### config.mk
export PLATFORM = sky130hd
export DESIGN_NAME = countdown_timer
export DESIGN_NICKNAME = d
export VERILOG_FILES = /design/src/rtl/countdown_timer.sv
export SDC_FILE = /design/constraint.sdc
export NUM_CORES = 1
export LEC_CHECK = 0
export ABC_AREA = 1
export BUFFER_PORTS_ARGS = -buffer_cell sky130_fd_sc_hd__buf_4
export CAP_MARGIN = 20
export CORE_ASPECT_RATIO = 0.75
export CORE_MARGIN = 5
export CORE_UTILIZATION = 49
export DETAILED_ROUTE_END_ITERATION = 8
export PLACE_DENSITY_LB_ADDON = 0.3
export SYNTH_ARGS = -nofsm -noshare
export SYNTH_HDL_FRONTEND = slang
export SYNTH_SLANG_ARGS = --single-unit
### constraint.sdc
create_clock -name clock -period 1.39 [get_ports clock]
set_clock_uncertainty 0.05 [all_clocks]
set_input_delay 0.0695 -clock clock [delete_from_list [all_inputs] [get_ports clock]]
set_output_delay 0.0695 -clock clock [all_outputs]
set_load 0.005 [all_outputs]
### src/rtl/countdown_timer.sv
// countdown_timer: loadable down-counter with pause, abort, auto-reload and expiry pulse
//   clock        - rising-edge clock
//   reset        - asynchronous active-low reset
//   load_value   - start value, captured only when a start is accepted in IDLE
//   start        - run request (honoured in IDLE only, even alongside abort)
//   pause        - level; freezes an active countdown (RUN -> HOLD)
//   abort        - cancels an active countdown, clearing count without done
//   auto_reload  - level; sampled at each expiry to restart from the captured value
//   count        - current count (registered)
//   busy         - high while in RUN or HOLD (registered)
//   done         - one-cycle expiry pulse (registered)
//   expire_count - expiries since the last accepted start, saturating at 15
module countdown_timer #(
  parameter int WIDTH = 3
) (
  input  logic             clock,
  input  logic             reset,
  input  logic [WIDTH-1:0] load_value,
  input  logic             start,
  input  logic             pause,
  input  logic             abort,
  input  logic             auto_reload,
  output logic [WIDTH-1:0] count,
  output logic             busy,
  output logic             done,
  output logic [3:0]       expire_count
);
  typedef enum logic [1:0] {IDLE, RUN, HOLD} state_t;
  state_t           r_state, w_next;
  logic [WIDTH-1:0] r_reload, w_count, w_reload;
  logic [3:0]       w_exp;
  logic             w_done;
  always_comb begin
    w_next   = r_state;
    w_count  = count;
    w_reload = r_reload;
    w_exp    = expire_count;
    w_done   = 1'b0;
    case (r_state)
      IDLE: if (start) begin
        w_next   = RUN;
        w_count  = load_value;
        w_reload = load_value;
        w_exp    = '0;
      end
      RUN: if (abort) begin
        w_next  = IDLE;
        w_count = '0;
      end else if (pause) begin
        w_next = HOLD;
      end else if (count == '0) begin
        // expiry: pulse, count it, then either reload from the captured value or stop
        w_done = 1'b1;
        w_exp  = (expire_count == 4'd15) ? expire_count : expire_count + 4'd1;
        w_count = auto_reload ? r_reload : '0;
        w_next  = auto_reload ? RUN : IDLE;
      end else begin
        w_count = count - WIDTH'(1);
      end
      HOLD: if (abort) begin
        w_next  = IDLE;
        w_count = '0;
      end else if (!pause) begin
        w_next = RUN;
      end
      default: w_next = IDLE;
    endcase
  end
  // busy follows the next state so it drops together with a non-reload done
  always_ff @(posedge clock or negedge reset) begin
    if (!reset) begin
      r_state      <= IDLE;
      count        <= '0;
      r_reload     <= '0;
      expire_count <= '0;
      done         <= 1'b0;
      busy         <= 1'b0;
    end else begin
      r_state      <= w_next;
      count        <= w_count;
      r_reload     <= w_reload;
      expire_count <= w_exp;
      done         <= w_done;
      busy         <= (w_next != IDLE);
    end
  end
endmodule

==> flow_summary_export.csv <==
group,metric,value,unit
placed_design,io_buffer_count,17,
detailed_routing,route.top_layer_used,"met4",
synth,synth.lib_cells_used.distinct,22,
critical_path,cp_launch_point,"r_state[0]",
synth,synth_enable_flop_cells,0,
synth,synth.ff_latch_count,14,
detailed_routing,avgRoutedWirePerCell,12.6,µm
critical_path,regToRegStartpoint,"r_state[0]",
global_route,antenna_found_initial,0,
detailed_routing,drt_pass1_iterations,4,
floorplan,core_area,1960,µm²
detailed_routing,ant_nets,0,
synth,most_used_flip_flop_cell_after_synthesis,"dfrtp_1",
sta,final-setup-viol-count,4,
detailed_routing,drt_drc_violations_left,0,
clock_network,worstSkewPairLatency,0.29,ns
layout,area_growth_syn_to_layout,43.2,%
global_route,grt_pass1_wl,4100,µm
sta,worst-slew-pin-transition,0.239,ns
synth,yosysSeqAreaShare,0.355,
sta,setup_total_negative_slack,-0.0371,ns
detailed_routing,met1_routed_length,1160,µm
hold_path,source_of_the_worst_hold_timing_path,"load_value[2]",
detailed_routing,total_via_count_after_detailed_routing,987,
layout,post-route-util,0.721,
sta,drv_slew,0,
sta,setup_ws,-0.0191,ns
critical_path,timing_worst_setup_path_type,"flip-flop to flip-flop",
detailed_routing,detail_route.vias_per_cell,4.96,
power_and_ir_drop,irDropWorstVdd,0.00143,V
sta,period_share,1.01,
clock_network,clock_tree.htree_level_count,1,
sta,report.final.hold_viol_count,0,
clock_network,tritoncts.num_buffers,3,
clock_network,clockBufferDepth,2,
synth,synthesis.nets,155,
floorplan,initial_utilization,0.503,
clock_network,cts_tree,"yes",
detailed_routing,wirelength,2500,µm
placed_design,post-dp-hpwl,1800,µm
layout,antenna-diode-count,0,
synth,netlist.area_leader.share,0.355,
sta,period_needed,1.41,ns
global_route,grt_remaining_overflow,0,
sta,max-slew-margin-rel,0.841,
synth,synth_cells,138,
global_route,grt.total_usage,0.177,
layout,design.final.nets,193,
floorplan,floorplan.die.height,48.9,µm
synth,cell_area_after_synthesis,987,µm²
placed_design,place_congestion,0.875,
job,timing.max_cap.violations,0,
floorplan,placement_rows,14,
clock_network,cts_root_buffer,"clkbuf_4",
synth,yosys-top-cells-area,"dfrtp_1, nand2_1, ha_1, nand3_1, inv_1",
run_status,outcome,"finished, violations left",
critical_path,timing.critical_path.from_type,"flip-flop",
critical_path,timing.critical_path.required,1.53,ns
synth,ys_top_cells_by_count,"nand2_1, dfrtp_1, inv_1",
sta,fmaxAchievable,710,MHz
layout,finalInstanceArea,1410,µm²
detailed_routing,drt_first_iter_violations,37,
synth,synthesis_warnings,0,
run_status,failed_checks,"negative setup slack",
placed_design,placedInstanceArea,1210,µm²
global_route,grt_pass1_vias,909,
critical_path,peak_fanout_along_the_critical_path,7,
sta,grt_setup_unrepaired,"yes",
power_and_ir_drop,cellLeakagePower,0.761,nW
detailed_routing,met2_wirelength,1210,µm
synth,most_instantiated_library_cell_after_synthesis,"nand2_1",
synth,synth_area_per_cell,7.15,µm²
clock_network,cts_num_sinks,14,
global_route,grt_start_max_net_pins,15,
power_and_ir_drop,post-layout-total-power,3.03,mW
synth,asyncSetResetFlopFracSynth,1.00,
hold_path,min-delay-path-class,"input port to flip-flop",
power_and_ir_drop,power.density_cell_area,2140,nW/µm²
synth,synthDominantAreaCellType,"dfrtp_1",
floorplan,die_outline_area,3020,µm²
detailed_routing,routed_met3_length,118,µm
critical_path,data_arrival_time_of_the_critical_path,1.55,ns
clock_network,clk_pin_slew_worst_paths,0.09,ns
floorplan,die_width,61.8,µm
layout,proportion_of_layout_cells_with_a_drive_suffix_above_1,0.417,
floorplan,design.portCount,18,
critical_path,worst_setup_path_end_kind,"flip-flop",
## cell type report
class	count	area, µm²
Multi-Input combinational cell	101	633
Fill cell	153	548
Sequential cell	14	350
Timing Repair Buffer	34	279
Inverter	22	85.1
Clock buffer	4	36.3
Tap cell	24	30.0
## cell families (layout without fill, tap and decap cells)
logic type      count (synthesis)  count (layout)  share of synthesized area
buf+inv                        23              60                     0.0913
compound gates                  9               9                     0.0558
simple gates                   81              81                      0.365
fa+ha+maj                       8               8                      0.101
flops                          14              14                      0.355
mux                             2               2                     0.0228
xor+xnor                        1               1                    0.00887
## layout by cell type, fill, tap and decap left out, types with 2 or more instances in the layout
cell,n
mux2_1,2
nand3_1,13
o21ai_0,2
clkbuf_4,3
nand2_1,43
nand2_2,10
nor2_4,2
nor2_2,2
inv_2,11
a21oi_2,3
ha_4,3
inv_1,10
nor2_1,7
dlygate4sd3_1,3
buf_4,29
dfrtp_1,14
ha_1,4
## flip-flops by register name (all words and copies together), names as in the netlist
register      count
busy              1
expire_count      4
r_state           2
done              1
r_reload          3
count             3
## worst max-delay path, cell delays in order (launching register included)
cell and delay [ns]:
dfrtp_1 0.42, buf_6 0.13, ha_4 0.19, inv_4 0.08, nand2_1 0.06, nand2_1 0.08, nand3_2 0.13, nand2_2 0.11
nand2_2 0.05
## metrics by stage
stage / setup WS, ns / cells / hold WS [ns]
floorplan: 0.0301 / 138 / -0.276
global placement: -0.0657 / 188 / -0.122
detailed placement: -0.0824 / 188 / -0.116
CTS: 0.0146 / 196 / 0.0225
global route: -0.0968 / 199 / 0.0472
finish: -0.0191 / 199 / 0.0211
## final timing paths
| check | slack (ns) | to | cells after the start |
|---|---|---|---|
| max | -0.02 | expire_count[1] | 8 |
| min | 0.02 | r_reload[2] | 3 |
| max reg2reg | -0.02 | expire_count[1] | 8 |
| min reg2reg | 0.47 | r_reload[1] | 1 |
| max in group asynchronous | 0.99 | count[2] | 2 |
| min in group asynchronous | 0.12 | r_state[0] | 2 |
## routing by layer
metal	track usage	vias up
met2	0.265	20
met1	0.255	460
met3	0.0476	5
li1	-	502
met5	0	-
met4	0.0318	0
## what timing repair did
| item | 4_1_cts | 5_1_grt |
|---|---|---|
| gates resized for setup | 7 | 19 |
| setup endpoints to repair | 12 | 12 |
| pin swaps | 1 | 3 |
| hold endpoints to repair | 16 | 0 |
| hold buffers | 3 | 0 |
| setup buffers | 1 | 3 |
## where the power goes
group / switching (mW) / internal, mW / leakage (nW)
logic: 1.08 / 0.954 / 0.562
clock network: 0.142 / 0.160 / 0.0210
registers: 0.120 / 0.569 / 0.178
Power figures use the tool's default switching activity.
